### src/rtl/ysyx_23060025_icache_pkg.sv
// ysyx_23060025_icache_pkg: shared state encoding, geometry helpers and AXI size constant for the associative icache
package ysyx_23060025_icache_pkg;
  typedef enum logic [2:0] {IDLE, LOOKUP, AR, R, FILL, RESP, FLUSH} state_t;
  localparam logic [2:0] ARSIZE_WORD = 3'b010;
  function automatic int beats(input int line_off_w);
    return (1 << line_off_w) / 4;
  endfunction
  function automatic int tag_w(input int addr_w, input int set_w, input int line_off_w);
    return addr_w - set_w - line_off_w;
  endfunction
  function automatic int ptr_w(input int ways);
    return ways > 1 ? $clog2(ways) : 1;
  endfunction
  function automatic int cnt_w(input int n_beats);
    return n_beats > 1 ? $clog2(n_beats) : 1;
  endfunction
endpackage

### src/rtl/ysyx_23060025_icache_way.sv
// ysyx_23060025_icache_way: one way's data/tag/valid storage (set_idx/tag/word_idx in, word/tag/valid writes, flush; hit/valid/word out)
module ysyx_23060025_icache_way #(
  parameter int TAG_W  = 24,
  parameter int SET_W  = 4,
  parameter int WORD_W = 2
) (
  input  logic              clock,
  input  logic              reset,
  input  logic [SET_W-1:0]  set_idx,
  input  logic [TAG_W-1:0]  tag,
  input  logic [WORD_W-1:0] word_idx,
  input  logic              word_we,
  input  logic [31:0]       wdata,
  input  logic              tag_we,
  input  logic              valid_set,
  input  logic              flush,
  output logic              hit,
  output logic              valid,
  output logic [31:0]       word
);
  logic [31:0]       data [2**SET_W][2**WORD_W];
  logic [TAG_W-1:0]  tags [2**SET_W];
  logic [2**SET_W-1:0] valids;
  always_ff @(posedge clock) begin
    if (word_we) data[set_idx][word_idx] <= wdata;
    if (tag_we) tags[set_idx] <= tag;
  end
  always_ff @(posedge clock)
    if (reset || flush) valids <= '0;
    else if (valid_set) valids[set_idx] <= 1'b1;
  assign valid = valids[set_idx];
  assign hit   = valid && tags[set_idx] == tag;
  assign word  = data[set_idx][word_idx];
endmodule

### src/rtl/ysyx_23060025_icache_assoc.sv
// ysyx_23060025_icache_assoc: N-way set-associative icache between IFU (psel/pready) and AXI-lite burst refill, with fence.i and perf pulses
module ysyx_23060025_icache_assoc
  import ysyx_23060025_icache_pkg::*;
#(
  parameter int ADDR_WIDTH      = 32,
  parameter int DATA_WIDTH      = 32,
  parameter int WAYS            = 2,
  parameter int SET_ADDR_W      = 4,
  parameter int LINE_OFF_ADDR_W = 4
) (
  input  logic                  clock,
  input  logic                  reset,
  input  logic [ADDR_WIDTH-1:0] in_paddr,
  input  logic                  in_psel,
  output logic                  in_pready,
  output logic [DATA_WIDTH-1:0] in_prdata,
  input  logic                  fence_i,
  output logic [ADDR_WIDTH-1:0] out_araddr,
  output logic                  out_arvalid,
  input  logic                  out_arready,
  output logic [7:0]            out_arlen,
  output logic [2:0]            out_arsize,
  input  logic                  out_rvalid,
  input  logic [DATA_WIDTH-1:0] out_rdata,
  input  logic                  out_rlast,
  output logic                  out_rready,
  output logic                  perf_hit,
  output logic                  perf_miss
);
  localparam int BEATS  = beats(LINE_OFF_ADDR_W);
  localparam int TAG_W  = tag_w(ADDR_WIDTH, SET_ADDR_W, LINE_OFF_ADDR_W);
  localparam int PTR_W  = ptr_w(WAYS);
  localparam int CNT_W  = cnt_w(BEATS);
  localparam int SETS   = 2**SET_ADDR_W;
  state_t                 state;
  logic                   pending;
  logic [PTR_W-1:0]       victim, pick;
  logic [PTR_W-1:0]       rr [SETS];
  logic [CNT_W-1:0]       cnt;
  logic [WAYS-1:0]        hits, valids;
  logic [31:0]            words [WAYS];
  logic [31:0]            hit_word;
  logic [TAG_W-1:0]       tag;
  logic [SET_ADDR_W-1:0]  set;
  logic [CNT_W-1:0]       word, word_idx;
  logic                   unused;
  assign tag      = in_paddr[ADDR_WIDTH-1 -: TAG_W];
  assign set      = in_paddr[LINE_OFF_ADDR_W +: SET_ADDR_W];
  assign word     = in_paddr[LINE_OFF_ADDR_W-1:2];
  assign word_idx = state == R ? cnt : word;
  assign unused   = ^{out_rlast, in_paddr[1:0]};
  assign out_araddr = out_arvalid ? {in_paddr[ADDR_WIDTH-1:LINE_OFF_ADDR_W], LINE_OFF_ADDR_W'(0)} : '0;
  assign out_arlen  = out_arvalid ? 8'(BEATS-1) : '0;
  assign out_arsize = out_arvalid ? ARSIZE_WORD : '0;
  for (genvar w = 0; w < WAYS; w++) begin : g_way
    ysyx_23060025_icache_way #(.TAG_W(TAG_W), .SET_W(SET_ADDR_W), .WORD_W(CNT_W)) u_way (
      .clock    (clock),
      .reset    (reset),
      .set_idx  (set),
      .tag      (tag),
      .word_idx (word_idx),
      .word_we  (state == R && out_rvalid && victim == PTR_W'(w)),
      .wdata    (out_rdata),
      .tag_we   (state == FILL && victim == PTR_W'(w)),
      .valid_set(state == FILL && victim == PTR_W'(w)),
      .flush    (state == FLUSH),
      .hit      (hits[w]),
      .valid    (valids[w]),
      .word     (words[w])
    );
  end
  always_comb begin
    hit_word = '0;
    pick = rr[set];
    for (int i = WAYS-1; i >= 0; i--) begin
      hit_word = hit_word | (hits[i] ? words[i] : '0);
      pick = valids[i] ? pick : PTR_W'(i);
    end
  end
  always_ff @(posedge clock) begin
    if (reset) begin
      state       <= IDLE;
      pending     <= 1'b0;
      victim      <= '0;
      cnt         <= '0;
      in_pready   <= 1'b0;
      in_prdata   <= '0;
      out_arvalid <= 1'b0;
      out_rready  <= 1'b0;
      perf_hit    <= 1'b0;
      perf_miss   <= 1'b0;
      for (int i = 0; i < SETS; i++) rr[i] <= '0;
    end else begin
      if (fence_i && state != IDLE) pending <= 1'b1;
      case (state)
        IDLE: state <= (fence_i || pending) ? FLUSH : in_psel ? LOOKUP : IDLE;
        LOOKUP: begin
          victim <= pick;
          if (|hits) begin
            state     <= RESP;
            in_pready <= 1'b1;
            in_prdata <= hit_word;
            perf_hit  <= 1'b1;
          end else begin
            state       <= AR;
            out_arvalid <= 1'b1;
            perf_miss   <= 1'b1;
          end
        end
        AR: begin
          perf_miss <= 1'b0;
          if (out_arready) begin
            out_arvalid <= 1'b0;
            out_rready  <= 1'b1;
            state       <= R;
          end
        end
        R: if (out_rvalid) begin
          cnt <= cnt + 1'b1;
          if (cnt == CNT_W'(BEATS-1)) begin
            out_rready <= 1'b0;
            state      <= FILL;
          end
        end
        FILL: begin
          cnt       <= '0;
          rr[set]   <= rr[set] == PTR_W'(WAYS-1) ? '0 : rr[set] + 1'b1;
          in_pready <= 1'b1;
          in_prdata <= words[victim];
          state     <= RESP;
        end
        RESP: begin
          in_pready <= 1'b0;
          in_prdata <= '0;
          perf_hit  <= 1'b0;
          state     <= IDLE;
        end
        FLUSH: begin
          pending <= 1'b0;
          state   <= IDLE;
        end
        default: state <= IDLE;
      endcase
    end
  end
endmodule

### config.mk
export PLATFORM = sky130hd
export DESIGN_NAME = ysyx_23060025_icache_assoc
export DESIGN_NICKNAME = d
export VERILOG_FILES = /design/src/rtl/ysyx_23060025_icache_pkg.sv /design/src/rtl/ysyx_23060025_icache_way.sv /design/src/rtl/ysyx_23060025_icache_assoc.sv
export SDC_FILE = /design/constraint.sdc
export NUM_CORES = 2
export LEC_CHECK = 0
export CORE_MARGIN = 2
export CORE_UTILIZATION = 40
export CTS_BUF_LIST = sky130_fd_sc_hd__clkbuf_8
export DETAILED_ROUTE_END_ITERATION = 10
export PLACE_DENSITY_LB_ADDON = 0.12
export SYNTH_ARGS = -nofsm -noshare
export SYNTH_HDL_FRONTEND = slang
export SYNTH_MEMORY_MAX_BITS = 65536
export SYNTH_SLANG_ARGS = --single-unit
### constraint.sdc
create_clock -name clock -period 5.5 [get_ports clock]
set_input_delay 1.1 -clock clock [delete_from_list [all_inputs] [get_ports clock]]
set_output_delay 1.1 -clock clock [all_outputs]
set_load 0.02 [all_outputs]
# Word level (Yosys, flattened, before mapping)
# Memories as Yosys holds them, arrays and structs flattened.
# Cells that the tools add are included.
dict set report word_totals {
  ff_bits 76
  latchBits 0
  ramBits 4880
  rom_bits 0
  inputBits 71
  out_inout_bits 80
  memories 5
}
dict set report op_classes {
  add_sub_neg 2
  mul 0
  n_div 0
  n_lt_le_gt_ge 5
  eq_ne 14
  shift 0
  n_mux 64
  bitwise_logic 6
  reduce_logical 29
}
# memory words word_bits rd rd_clocked_by_memory_dff write_ports line
set mem_list {}
lappend mem_list {{g_way[0].u_way.data} 16 128 1 0 1 ysyx_23060025_icache_way.sv:21} ;# logic [31:0] data [2**SET_W][2**WORD_W];
lappend mem_list {{g_way[1].u_way.data} 16 128 1 0 1 ysyx_23060025_icache_way.sv:21}
lappend mem_list {{g_way[0].u_way.tags} 16 24 1 0 1 ysyx_23060025_icache_way.sv:22} ;# logic [TAG_W-1:0] tags [2**SET_W];
lappend mem_list {{g_way[1].u_way.tags} 16 24 1 0 1 ysyx_23060025_icache_way.sv:22}
lappend mem_list {rr 16 1 1 0 16 ysyx_23060025_icache_assoc.sv:38} ;# logic [PTR_W-1:0] rr [SETS];
# operator n
set ops {}
lappend ops {{$mux 32} 12}
lappend ops {{$mux 128} 2}
lappend ops {{$bmux 32 s2} 2}
lappend ops {{$pmux 32 s3} 1}
lappend ops {{$demux 32 s2} 1}
lappend ops {{$eq 24x24->1} 2}
lappend ops {{$or 16x16->16} 2}
lappend ops {{$or 32x32->32} 1}
lappend ops {{$mux 1} 26}
lappend ops {{$mux 3} 5}
lappend ops {{$pmux 3 s5} 1}
lappend ops {{$logic_and 1x1->1} 10}
lappend ops {{$eq 3x3->1 const B} 3}
lappend ops {{$bmux 1 s4} 2}
lappend ops {{$mux 2} 4}
lappend ops {{$ne 2x2->1 const B} 4}
lappend ops {{$pmux 1 s2} 4}
lappend ops {{$reduce_and 2->1} 4}
lappend ops {{$reduce_bool 2->1} 4}
lappend ops {{$eq 3x2->1 const B} 2}
lappend ops {{$reduce_and 3->1} 2}
lappend ops {{$reduce_bool 3->1} 2}
lappend ops {{$lt 4x5->1 const B} 1}
lappend ops {{$demux 1 s4} 1}
lappend ops {{20 further kinds} 22}

# Logic depth before layout (Yosys ltp)
dict set report logic_depth {
  depth_word 10
  mapped_depth 16
  depth_no_buf 9
}

# Cells and area by module
# From an unflattened synthesis, not the netlist that was laid out.
dict set report unflattened {
  cells_unflattened 7832
  area_unflattened_um2 190179.9
}
# mod n_inst cells_each area_per_inst_um2 seq_area_each_um2
set modules_own_cells {}
lappend modules_own_cells {ysyx_23060025_icache_way 2 3736 93475.9 73350.3}
lappend modules_own_cells {ysyx_23060025_icache_assoc 1 360 3228.1 1361.3}

# Least setup slack after synthesis
# OpenSTA, ideal clock, no wires.
dict set report synth_path {
  path_type {input to register}
  from {input in_paddr[2]}
  to {memory g_way[1].u_way.data[11][32] (netlist name), enable pin}
  setup_time_ps 421
  arrival_time_ps 3893
  path_slack_ps 1186
  path_stages 7
  path_buffers 3
  path_cell_list {mux2_2 -> clkbuf_1 -> nor2_1 -> clkbuf_1 -> nand2_1 -> clkbuf_1 -> nor2_1}
}
dict set report synth_between {
  elab_chain_cells 7
}
# element line
set synth_lines {}
lappend synth_lines {{from (decl)} ysyx_23060025_icache_assoc.sv:13} ;# input logic [ADDR_WIDTH-1:0] in_paddr,
lappend synth_lines {{$mux 2 (*)} ysyx_23060025_icache_assoc.sv:50} ;# assign word_idx = state == R ? cnt : word;
lappend synth_lines {{$not 2->3 (not written as such) (*)} ysyx_23060025_icache_way.sv:25} ;# if (word_we) data[set_idx][word_idx] <= wdata;
lappend synth_lines {{$ge 3x3->1 (not written as such) / $lt 3x1->1 (equally long branches)} ysyx_23060025_icache_way.sv:25}
lappend synth_lines {{$logic_and 1x1->1 (not written as such)} ysyx_23060025_icache_way.sv:25}
lappend synth_lines {{$mux 32 (not written as such)} ysyx_23060025_icache_way.sv:25}
lappend synth_lines {{$demux 32 s2 (*)} ysyx_23060025_icache_way.sv:25}
lappend synth_lines {{$mux 128 (not written as such) (*)} ysyx_23060025_icache_way.sv:25}
lappend synth_lines {{to (decl)} ysyx_23060025_icache_way.sv:21}
# Mark *: on every way between the ends. The rest lies on a longest branch, timed or not.

# Worst setup path after layout
dict set report layout_path {
  from {register out_arvalid}
  to {output out_araddr[6]}
}
dict set report layout_between {
  elab_chain_cells 1
}
# element line
set layout_lines {}
lappend layout_lines {{from (decl)} ysyx_23060025_icache_assoc.sv:19} ;# output logic out_arvalid,
lappend layout_lines {{from (signal assigned)} ysyx_23060025_icache_assoc.sv:88} ;# out_arvalid <= 1'b0;
lappend layout_lines {{from (signal assigned)} ysyx_23060025_icache_assoc.sv:106} ;# out_arvalid <= 1'b1;
lappend layout_lines {{from (signal assigned)} ysyx_23060025_icache_assoc.sv:113} ;# out_arvalid <= 1'b0;
lappend layout_lines {{$mux 32} ysyx_23060025_icache_assoc.sv:52} ;# assign out_araddr = out_arvalid ? {in_paddr[ADDR_WIDTH-1:LINE_OFF_ADDR_W], LINE_OFF_ADDR_W'(0)} : '0;
lappend layout_lines {{to (decl)} ysyx_23060025_icache_assoc.sv:18} ;# output logic [ADDR_WIDTH-1:0] out_araddr,
# No other way between the ends.

==> flow_metrics.tcl <==
set metrics [dict create \
    status "complete, no violations" \
    seq_area_frac_synth_pct 77.4 \
    synth.avg_cell_area_sq_um 23.5 \
    die_h_microns 696 \
    fmax_mhz 219 \
    cts_resized 0 \
    relSlewSlack_pct 11.4 \
    synth-async-reset-ratio_pct 0 \
    syn_area_sq_um 191000 \
    wl_met1_microns 239000 \
    synth-seq-cells 4956 \
    htreeDepth 6 \
    fin_crit_sh_pct 83.0 \
    hold_class "input pin to flop" \
    reg2reg_depth 12 \
    cts_tree "done" \
    nNetsFinal 9274 \
    io_buffers 135 \
    powerDensity_nw_per_um2 350 \
    cp.depth 4 \
    fin_hold_ws_ns 0.173 \
    wl_met2_microns 259000 \
    top_layer_used "met5" \
    finalHoldViolCount 0 \
    grtUsageTotal_pct 22.5 \
    finalMaxSlewViolations 0 \
    ant_nets 0 \
    cp_max_fo 26 \
    dr_wl_met3_microns 40500 \
    std_cell_rows 254 \
    hp-start "out_rdata[12]" \
    critPathRequiredTime_ns 4.40 \
    worst_pin_slew_ns 1.33 \
    ys_warn_count 0 \
    final_core_util_pct 46.2 \
    timing.rr.start "state[1]" \
    die_w_microns 696 \
    netlist_instances 8127 \
    path_buf_inv 3 \
    grt_pass1_wl_microns 759000 \
    worstHoldEndpoint "g_way[1].u_way.data[6][76]" \
    drcViolationCount 0 \
    grt_max_degree 98 \
    cts_buffers 812 \
    synth_edf_count 4880 \
    path_clk_slew_ns 0.06 \
    wl_per_cell_microns 33.9 \
    grt_setup_unrepaired "no" \
    leakage_uw 0.0691 \
    dp_hpwl_microns 313000 \
    finalClockSkew_ns 0.191 \
    synth_area_leader_cell "edfxtp_1" \
    ir_worst_vdd_mv 0.271 \
    r2r_slack_ns 1.20 \
    crit_chain "buf_4, inv_1, nor2_1, clkdlybuf4s50_1" \
    tns_ns 0 \
    cts.path.max_buffers 4 \
    timing.rr.end "in_prdata[7]" \
    cts_num_sinks 4956 \
    place.gp.congestion 0.795 \
    maxCapViolCount 0 \
    syn_to_final_growth_pct 15.2 \
    clockRootBuffer "clkbuf_8" \
    ctsHoldBuffers 0 \
    firstDrtPassIters 6 \
    grt-ovfl-total 0 \
    hold_depth 1 \
    setup_viol 0 \
    cp_slowest_cell "clkdlybuf4s50_1" \
    synth.top_cell.area_share_pct 76.6 \
    crit_path_end_kind "output port" \
    post_cts_buffers 0 \
    postRouteWirelength_microns 552000 \
    antenna_found_initial 38 \
    routed_via_density 5.73 \
    netlist_top_cells_area "edfxtp_1, mux4_2, dfxtp_1" \
    start_util_pct 40.1 \
    slowest_delay_ns 0.63 \
    period_needed_ns 4.56 \
    clk_latency_ns 1.37 \
    layout_common_cells "edfxtp_1, mux4_2, clkbuf_8" \
    pin_count 151 \
    critical-path-top-delay-family "buffers and inverters" \
    yosys_most_used_dff "edfxtp_1" \
    critPathArrivalTime_ns 3.46 \
    grt_pass1_vias 95600 \
    drive_above_1_share_pct 33.7 \
    first_iter_violations 11400 \
    die_area_sq_um 484000 \
    mostFrequentLayoutCell "edfxtp_1" \
    start_kind "flop" \
    worstSetupPathType "flop to output port" \
    vias 93200 \
    synth_cell_types 73 \
    core_area_sq_um 477000 \
]
-- synthesized netlist by cell type, types with 48 or more instances --
library cell and n:
clkbuf_1 150, nor2_1 288, buf_2 254, edfxtp_1 4880, and2_1 48, mux2i_1 127
a31oi_1 66, buf_4 49, mux4_2 1463, nand2_1 180, a22oi_1 109, dfxtp_1 76
-- power by group --
part,switching (uW),internal [uW]
Combinational,3820,2160
Clock,14800,14300
Sequential,298,41700
-- worst max-delay path by stage --
| stage | from | end | slack, ns |
|---|---|---|---|
| finish | out_arvalid | out_araddr[6] | 0.94 |
| global route | out_arvalid | out_araddr[4] | 0.75 |
| CTS | out_arvalid | out_araddr[6] | 0.67 |
| detailed placement | in_paddr[5] | in_prdata[7] | 0.07 |
| global placement | in_paddr[5] | in_prdata[7] | 0.05 |
| floorplan | in_paddr[2] | g_way[1].u_way.data[11][32] | 1.19 |
-- routing by layer --
layer  vias to the layer above  track usage, %
met5                         -               0
met4                         6            5.25
met3                       740            4.13
met2                      3610            35.5
met1                     51700            32.9
li1                      37200               -
-- through the flow --
| stage | area (sq um) | total power [uW] | worst slack (ns) | cells |
|---|---|---|---|---|
| final | 220000 | 77100 | 0.937 | 16300 |
| after global routing | 220000 | 79700 | 0.753 | 16200 |
| after CTS | 220000 | 77900 | 0.669 | 16200 |
| after detailed placement | 206000 | 48800 | 0.0657 | 14800 |
| after global placement | 206000 | 48700 | 0.0530 | 14800 |
| after floorplan | 191000 | 45500 | 1.19 | 8138 |
-- cell type report --
type | count | area (sq um)
Timing Repair Buffer | 743 | 7720
Antenna cell | 14 | 35.0
Multi-Input combinational cell | 2676 | 42000
Sequential cell | 4956 | 148000
Inverter | 13 | 50.0
Clock inverter | 625 | 3100
Fill cell | 40000 | 257000
Clock buffer | 824 | 11300
Tap cell | 6400 | 8010
-- cell families after synthesis --
logic type / share of synthesized area, %
flops: 77.4
mux: 18.0
simple gates: 1.32
buf+inv: 1.38
compound gates: 1.59
xor+xnor: 0.275
fa+ha+maj: 0.00654
other cells: 0.00196
-- state kept, by name (all words and copies together) (netlist names) --
name / cells
out_arvalid: 1
g_way.u_way.valids: 32
in_prdata: 32
perf_miss: 1
out_rready: 1
in_pready: 1
pending: 1
g_way.u_way.tags: 768
rr: 16
victim: 1
state: 3
cnt: 2
g_way.u_way.data: 4096
perf_hit: 1
Note: power is estimated with default switching activity, not from simulation.
